`src/rtl/reset_seq_pkg.sv`:
```
// Shared definitions for the board reset sequencer: FSM state encoding,
// reset-cause codes and counter widths.
package reset_seq_pkg;

  typedef enum logic [2:0] {
    S_PLLRST   = 3'd0,
    S_LOCKWAIT = 3'd1,
    S_PERIPH   = 3'd2,
    S_RUN      = 3'd3,
    S_HOLD     = 3'd4
  } state_t;

  localparam logic [1:0] CAUSE_POR = 2'd0;
  localparam logic [1:0] CAUSE_KEY = 2'd1;
  localparam logic [1:0] CAUSE_SW  = 2'd2;

  localparam int CNT_W    = 16;
  localparam int DB_CNT_W = 20;

endpackage

```
`src/rtl/key_debounce.sv`:
```
// Push-button conditioning: two-flop synchronizer followed by a level
// debouncer that accepts a new level only after it has been stable long enough.
module key_debounce
  import reset_seq_pkg::*;
#(
  parameter int DEBOUNCE_CYCLES = 500000
) (
  input  logic clk,
  input  logic rstn,
  input  logic key_in_n,
  output logic key_db
);

  localparam logic [DB_CNT_W-1:0] DB_LAST = DB_CNT_W'(DEBOUNCE_CYCLES - 1);

  logic                sync1_reg;
  logic                sync2_reg;
  logic [DB_CNT_W-1:0] cnt_reg;

  always_ff @(posedge clk or negedge rstn) begin
    if (!rstn) begin
      sync1_reg <= 1'b1;
      sync2_reg <= 1'b1;
    end else begin
      sync1_reg <= key_in_n;
      sync2_reg <= sync1_reg;
    end
  end

  // Counter only runs while the synchronized level disagrees with key_db;
  // it stops at its terminal value, where the new level is accepted.
  always_ff @(posedge clk or negedge rstn) begin
    if (!rstn) begin
      cnt_reg <= '0;
      key_db  <= 1'b1;
    end else if (sync2_reg == key_db) begin
      cnt_reg <= '0;
    end else if (cnt_reg >= DB_LAST) begin
      cnt_reg <= '0;
      key_db  <= sync2_reg;
    end else begin
      cnt_reg <= cnt_reg + 1'b1;
    end
  end

endmodule

```
`src/rtl/reset_sequencer.sv`:
```
// Board reset sequencer: PLL reset, lock wait, peripheral release, then CPU
// release; restarted by a debounced reset key or a software request.
module reset_sequencer
  import reset_seq_pkg::*;
#(
  parameter int PLL_RST_CYCLES   = 16,
  parameter int LOCK_WAIT_CYCLES = 5000,
  parameter int STAGE_GAP        = 16,
  parameter int DEBOUNCE_CYCLES  = 500000
) (
  input  logic       clk,
  input  logic       rstn,
  input  logic       key_rst_n,
  input  logic       sw_rst_req,
  output logic       pll_reset,
  output logic       periph_rstn,
  output logic       cpu_rstn,
  output logic [1:0] rst_cause,
  output logic       busy
);

  localparam logic [CNT_W-1:0] PLL_LAST  = CNT_W'(PLL_RST_CYCLES - 1);
  localparam logic [CNT_W-1:0] LOCK_LAST = CNT_W'(LOCK_WAIT_CYCLES - 1);
  localparam logic [CNT_W-1:0] GAP_LAST  = CNT_W'(STAGE_GAP - 1);

  logic             key_db;
  state_t           state_reg, state_next;
  logic [CNT_W-1:0] cnt_reg, cnt_next;
  logic [1:0]       cause_reg, cause_next;
  logic             pll_next, periph_next, cpu_next, busy_next;

  key_debounce #(
    .DEBOUNCE_CYCLES(DEBOUNCE_CYCLES)
  ) u_key_debounce (
    .clk     (clk),
    .rstn    (rstn),
    .key_in_n(key_rst_n),
    .key_db  (key_db)
  );

  // Outputs are decoded from state_next and registered, so they change on
  // the same edge as the state and never see an input combinationally.
  always_ff @(posedge clk or negedge rstn) begin
    if (!rstn) begin
      state_reg   <= S_PLLRST;
      cnt_reg     <= '0;
      cause_reg   <= CAUSE_POR;
      pll_reset   <= 1'b1;
      periph_rstn <= 1'b0;
      cpu_rstn    <= 1'b0;
      busy        <= 1'b1;
    end else begin
      state_reg   <= state_next;
      cnt_reg     <= cnt_next;
      cause_reg   <= cause_next;
      pll_reset   <= pll_next;
      periph_rstn <= periph_next;
      cpu_rstn    <= cpu_next;
      busy        <= busy_next;
    end
  end

  assign rst_cause = cause_reg;

  always_comb begin
    state_next = state_reg;
    cause_next = cause_reg;
    if (!key_db) begin
      // The key overrides everything, including a same-cycle software request.
      state_next = S_HOLD;
      cause_next = CAUSE_KEY;
    end else begin
      case (state_reg)
        S_PLLRST:   if (cnt_reg >= PLL_LAST)  state_next = S_LOCKWAIT;
        S_LOCKWAIT: if (cnt_reg >= LOCK_LAST) state_next = S_PERIPH;
        S_PERIPH:   if (cnt_reg >= GAP_LAST)  state_next = S_RUN;
        S_RUN: begin
          if (sw_rst_req) begin
            state_next = S_PLLRST;
            cause_next = CAUSE_SW;
          end
        end
        S_HOLD: begin
          state_next = S_PLLRST;
          cause_next = CAUSE_KEY;
        end
        default: state_next = S_PLLRST;
      endcase
    end

    if (state_next != state_reg) begin
      cnt_next = '0;
    end else if (cnt_reg == {CNT_W{1'b1}}) begin
      cnt_next = cnt_reg;
    end else begin
      cnt_next = cnt_reg + 1'b1;
    end
  end

  always_comb begin
    pll_next    = 1'b0;
    periph_next = 1'b0;
    cpu_next    = 1'b0;
    busy_next   = 1'b1;
    case (state_next)
      S_PLLRST:   pll_next = 1'b1;
      S_LOCKWAIT: pll_next = 1'b0;
      S_PERIPH:   periph_next = 1'b1;
      S_RUN: begin
        periph_next = 1'b1;
        cpu_next    = 1'b1;
        busy_next   = 1'b0;
      end
      S_HOLD:     pll_next = 1'b1;
      default:    pll_next = 1'b1;
    endcase
  end

endmodule

```
`config.mk`:
```
export PLATFORM = sky130hd
export DESIGN_NAME = reset_sequencer
export DESIGN_NICKNAME = d
export VERILOG_FILES = /design/src/rtl/reset_seq_pkg.sv /design/src/rtl/key_debounce.sv /design/src/rtl/reset_sequencer.sv
export SDC_FILE = /design/constraint.sdc
export NUM_CORES = 1
export LEC_CHECK = 0
export CORE_MARGIN = 2
export CORE_UTILIZATION = 40
export CTS_CLUSTER_SIZE = 25
export DETAILED_ROUTE_END_ITERATION = 7
export GPL_ROUTABILITY_DRIVEN = 0
export HOLD_SLACK_MARGIN = 0.1
export PLACE_DENSITY = 0.53
export RECOVER_POWER = 100
export SETUP_SLACK_MARGIN = 0.3
export SLEW_MARGIN = 20
export SYNTH_ARGS = -nofsm -noshare
export SYNTH_HDL_FRONTEND = slang
export SYNTH_SLANG_ARGS = --single-unit
```
`constraint.sdc`:
```
create_clock -name clk -period 3.23 [get_ports clk]
set_clock_uncertainty 0.2 [all_clocks]
set_input_delay 0.646 -clock clk [delete_from_list [all_inputs] [get_ports clk]]
set_output_delay 0.646 -clock clk [all_outputs]
set_load 0.02 [all_outputs]
```
======== Word level (Yosys, flattened, before mapping) ========
Index checks and enable logic that the tools add are counted.
word-level totals
  input bits .............................. 4
  logic and storage cells ................. 52
  bits in registers ....................... 48
cells by class
  bitwise gates (word level) .............. 1
  reductions and logical operators ........ 5
  mux-type cells .......................... 17
  add/sub/neg operators ................... 2
  order comparisons ....................... 3
  equality and inequality tests ........... 13
operator list
  operator                                                                                number
  20-bit 2-to-1 mux                                                                       2
  16-bit 2-to-1 mux                                                                       2
  20-bit by 1-bit adder with 20-bit output (second input constant)                        1
  20-bit by 19-bit greater-or-equal comparator with 1-bit output (second input constant)  1
  16-bit by 1-bit adder with 16-bit output (second input constant)                        1
  16-bit equality test (second input constant)                                            1
  16-bit by 13-bit greater-or-equal comparator with 1-bit output (second input constant)  1
  16-bit by 4-bit greater-or-equal comparator with 1-bit output (second input constant)   1
  3-bit 2-to-1 mux                                                                        5
  3-bit by 2-bit equality test with 1-bit output (second input constant)                  4
  3-bit one-hot mux with 4 select lines                                                   1
  3-bit by 1-bit equality test with 1-bit output (second input constant)                  2
  3-bit != test (second input constant)                                                   2
  1-bit 2-to-1 mux                                                                        4
  2-bit 2-to-1 mux                                                                        2
  2-bit one-hot mux with 2 select lines                                                   1
  2-bit AND reduction                                                                     2
  3-bit equality test (second input constant)                                             1
  3-bit zero test                                                                         1
  3-bit != test                                                                           1
  3-bit OR reduction                                                                      1
  2-bit != test (second input constant)                                                   1
  2-bit OR reduction                                                                      1
  1-bit equality test                                                                     1
  1-bit NOT                                                                               1

======== Depth between registers and ports, before layout ========
  depth after elaboration ................. 7
  gate-level depth with buffers ........... 7
  depth with buffers taken out ............ 6

======== By module ========
Synthesis repeated with hierarchy kept, for this count alone.
unflattened totals
  cell total of the unflattened synthesis .. 265
  area, all modules ....................... 2526.2 sq um
modules (own cells, without submodules)
  module           area each (sq um)  cells each  instances
  reset_sequencer  1337.5             142         1
  key_debounce     1188.6             123         1

======== Worst setup path after synthesis ========
Ideal clock, no wire load.
  kind .................................... reg-to-reg
  from .................................... register cnt_reg[10]
  to ...................................... register cnt_reg[13]
  period minus slack after synthesis ...... 2022 ps
  data arrival time ....................... 1703 ps
  required time ........................... 2911 ps
  stages on the path, launching flop included .. 7
  path buffers ............................ 1
  setup slack ............................. 1208 ps
  library setup time ...................... 119 ps
  cells stage by stage .................... dfrtp_1 or4_1 nor4_2 a311oi_1 o2bb2ai_4 buf_6 nor2_1
between the ends
  word-level cells in the longest chain between the ends .. 6
RTL lines
  element                                                                                                                                                 line                                                                 text
  from (decl)                                                                                                                                             reset_sequencer.sv:28                                                logic [CNT_W-1:0] cnt_reg, cnt_next;
  from (signal assigned)                                                                                                                                  reset_sequencer.sv:54                                                cnt_reg <= cnt_next;
  16-bit by 4-bit greater-or-equal comparator with 1-bit output / 16-bit by 13-bit greater-or-equal comparator with 1-bit output (equally long branches)  reset_sequencer.sv:74, reset_sequencer.sv:76, reset_sequencer.sv:75
  3-bit 2-to-1 mux, on equally long branches                                                                                                              reset_sequencer.sv:76, reset_sequencer.sv:74, reset_sequencer.sv:75
  3-bit one-hot mux with 4 select lines                                                                                                                   reset_sequencer.sv:73                                                case (state_reg)
  3-bit 2-to-1 mux                                                                                                                                        reset_sequencer.sv:68                                                if (!key_db) begin
  3-bit != test                                                                                                                                           reset_sequencer.sv:91                                                if (state_next != state_reg) begin
  2-bit != test (no source line) / 16-bit 2-to-1 mux (equally long branches)                                                                              -
Parallel ways exist; a longest one is shown, timed or not. The select of a mux whose other input is x is not followed.
A chain may end at the register's enable or synchronous reset.

==> flow_summary.toml <==
[status]
status = "finished, final reports clean"

[synthesis]
synthCells = 247
yosysTopAreaCell = "dfrtp_1"
yosys_register_bits = 48
yosysWarnings = 0
syn_nets = 254
synth_top_area_share_pct = 45.3
synth.distinct_cells = 39
syn_area_per_cell_sq_um = 9.62
synthTopCellsByArea = "dfrtp_1, nor2_1, dfstp_2, xnor2_1, xor2_1"
yosysSeqAreaShare_pct = 50.8
synth_area_sq_mm = 0.00238

[setup_path]
endpoint_kind = "asynchronous set/reset pin"
worstPathArrival_ns = 2.64
r2r-start = "u_key_debounce.cnt_reg[0]"
crit_path_top_delay_cell = "clkbuf_2"
rr_endpoint = "u_key_debounce.cnt_reg[16]"
worst_setup_path_start_kind = "input port"
critical_path_depth = 3
path_delay_family = "buffers and inverters"
path_cells = "dlygate4sd3_1 > clkbuf_1 > clkbuf_2"
critPathMaxStageDelay_ns = 0.74
rrSetupSlack_ns = 0.87
criticalPathCategory = "in2async"
crit_start = "rstn"
endpoint = "u_key_debounce.cnt_reg[18]"
crit_buf_inv = 3
r2r_cells = 6
crit_required_ns = 3.38
critPathMaxFanout = 31

[place]
io_buffers = 9
place_area_sq_mm = 0.00253
hpwl_mm = 3.07
dp_cells = 327

[sta]
period_needed_ns = 2.49
worst_hold_slack_ns = 0.168
slew_headroom_pct = 35.9
setup_tns_ns = 0
fmax_ghz = 0.401
setup_violations = 0
hold_violations = 0
final_max_slew_viol_count = 0
worst_pin_slew_ns = 0.961
finalCritPeriodShare_pct = 77.1
rsz0062_at_grt = "no"

[cells_and_area]
mostFrequentLayoutCells = "nor2_1, dfrtp_1, nand2_1"
final_util_pct = 45.1
largest_register_ffs = 20
insertedDiodeCount = 0
final_cells = 336
drive_above_1_share_pct = 7.66
fin_nets = 267
areaGrowthSynthToFinish_pct = 10.5
final_common_cell = "nor2_1"
postLayoutCellArea_sq_mm = 0.00263

[power_and_ir_drop]
p_per_area_mw_per_mm2 = 436
leakage_nw = 1.04
peakVddDrop_mv = 0.149

[global_route]
antenna_found_initial = 0
grt.overflow.total = 0
grt_pass1_wl_mm = 7.68
grt_pass1_vias = 1592
track_usage_pct = 15.0
grt_max_degree = 32

[clocking]
clock-root-buffer = "clkbuf_8"
cts_buffers = 5
clk_pin_slew_ns = 0.08
clock-sinks = 48
htreeDepth = 2
clk_latency_ns = 0.30
cts_buffer_depth = 2
cts_tree = "done"

[min_path]
min_path_type = "reg2reg"
worstHoldPathCells = 0

[detailed_routing]
dr.pass1.iters = 4
vias = 1694
vias_per_cell = 5.04
drtAntennaViolNets = 0
first_iter_violations = 78
drt_wl_total_mm = 4.38
drc = 0
wire_per_inst_um = 13.0

[floorplanning]
rows = 28
fp.dieArea_sq_mm = 0.00657
num_io_pins = 10
start_util_pct = 40.9
coreArea_sq_mm = 0.00582
die_y_um = 81.1
die_x_um = 81.1

[flow_run]
maxCapViolCount = 0
metrics by stage:
step	power, mW	worst slack (ns)
floorplan	0.756	1.21
global placement	0.790	0.741
detailed placement	0.792	0.648
CTS	1.16	0.872
global route	1.21	0.391
finish	1.14	0.739
Yosys cell counts:
library cell / instances
buf_1: 1
or2_2: 4
mux2i_1: 1
buf_2: 1
clkbuf_1: 2
ha_1: 3
nor4_1: 3
and3_1: 6
buf_6: 1
nor4b_1: 2
xnor2_1: 15
or4_1: 2
or3_1: 1
nor4_2: 2
a31oi_1: 1
o21ai_0: 3
nor2_1: 53
nand2b_1: 3
a21oi_1: 10
conb_1: 1
a21o_1: 1
a31o_2: 1
nand4b_1: 1
and2_1: 2
a311oi_1: 1
nor3_1: 13
and4_1: 1
o21a_1: 3
dfrtp_1: 43
dfstp_2: 5
nand2_1: 17
xor2_1: 13
mux2_2: 1
or3b_2: 1
o2bb2ai_4: 1
inv_1: 4
nand3_1: 13
o41ai_1: 3
nand4_1: 8
how the worst min path moves through the flow:
stage / from / slack [ns] / endpoint
floorplan: rstn / 0.15 / cnt_reg[0]
global placement: u_key_debounce.sync1_reg / 0.15 / u_key_debounce.sync2_reg
detailed placement: u_key_debounce.sync1_reg / 0.15 / u_key_debounce.sync2_reg
CTS: u_key_debounce.sync1_reg / 0.16 / u_key_debounce.sync2_reg
global route: u_key_debounce.sync1_reg / 0.18 / u_key_debounce.sync2_reg
finish: u_key_debounce.sync1_reg / 0.17 / u_key_debounce.sync2_reg
cell type report:
type | instances | area [sq um]
Sequential cell | 48 | 1210
Inverter | 4 | 15.0
Clock buffer | 8 | 90.1
Tap cell | 75 | 93.8
Fill cell | 585 | 3190
Multi-Input combinational cell | 190 | 1120
Timing Repair Buffer | 11 | 98.8
what timing repair did:
action,4_1_cts,5_1_grt
hold buffers,1,0
buffers inserted,0,0
gates resized for setup,0,0
endpoints found under the setup margin,0,0
endpoints found under the hold margin,16,0
kinds of logic (layout without fill, tap and decap cells):
| group | Yosys count | count (layout) | share of synthesized area [%] |
|---|---|---|---|
| compound gates | 24 | 24 | 7.27 |
| xor+xnor | 28 | 28 | 10.3 |
| fa+ha+maj | 3 | 3 | 1.58 |
| buf+inv | 9 | 23 | 1.79 |
| flops | 48 | 48 | 50.8 |
| mux | 2 | 2 | 0.895 |
| other cells | 1 | 1 | 0.158 |
| simple gates | 132 | 132 | 27.2 |
worst reg2reg max path, delay by kind of cell (launching register included):
kind	cells	cell delay (ns)
AO/OA/AOI/OAI	2	0.59
adder cells (fa/ha/maj)	1	0.26
flip-flops	1	0.42
AND/OR/NAND/NOR	3	0.82
report_power, final:
group | switching (mW) | internal [mW] | total (mW)
clock network | 0.193 | 0.175 | 0.368
registers | 0.0335 | 0.628 | 0.662
logic | 0.0750 | 0.0400 | 0.115
routing by layer:
layer / vias to the layer above / track usage (%) / wire length (um)
met5: - / 0 / 0
met4: 0 / 4.58 / 50
met3: 6 / 4.00 / 107
met2: 14 / 21.7 / 1910
met1: 796 / 21.8 / 2320
li1: 878 / - / -
Note: power is estimated with default switching activity, not from simulation.
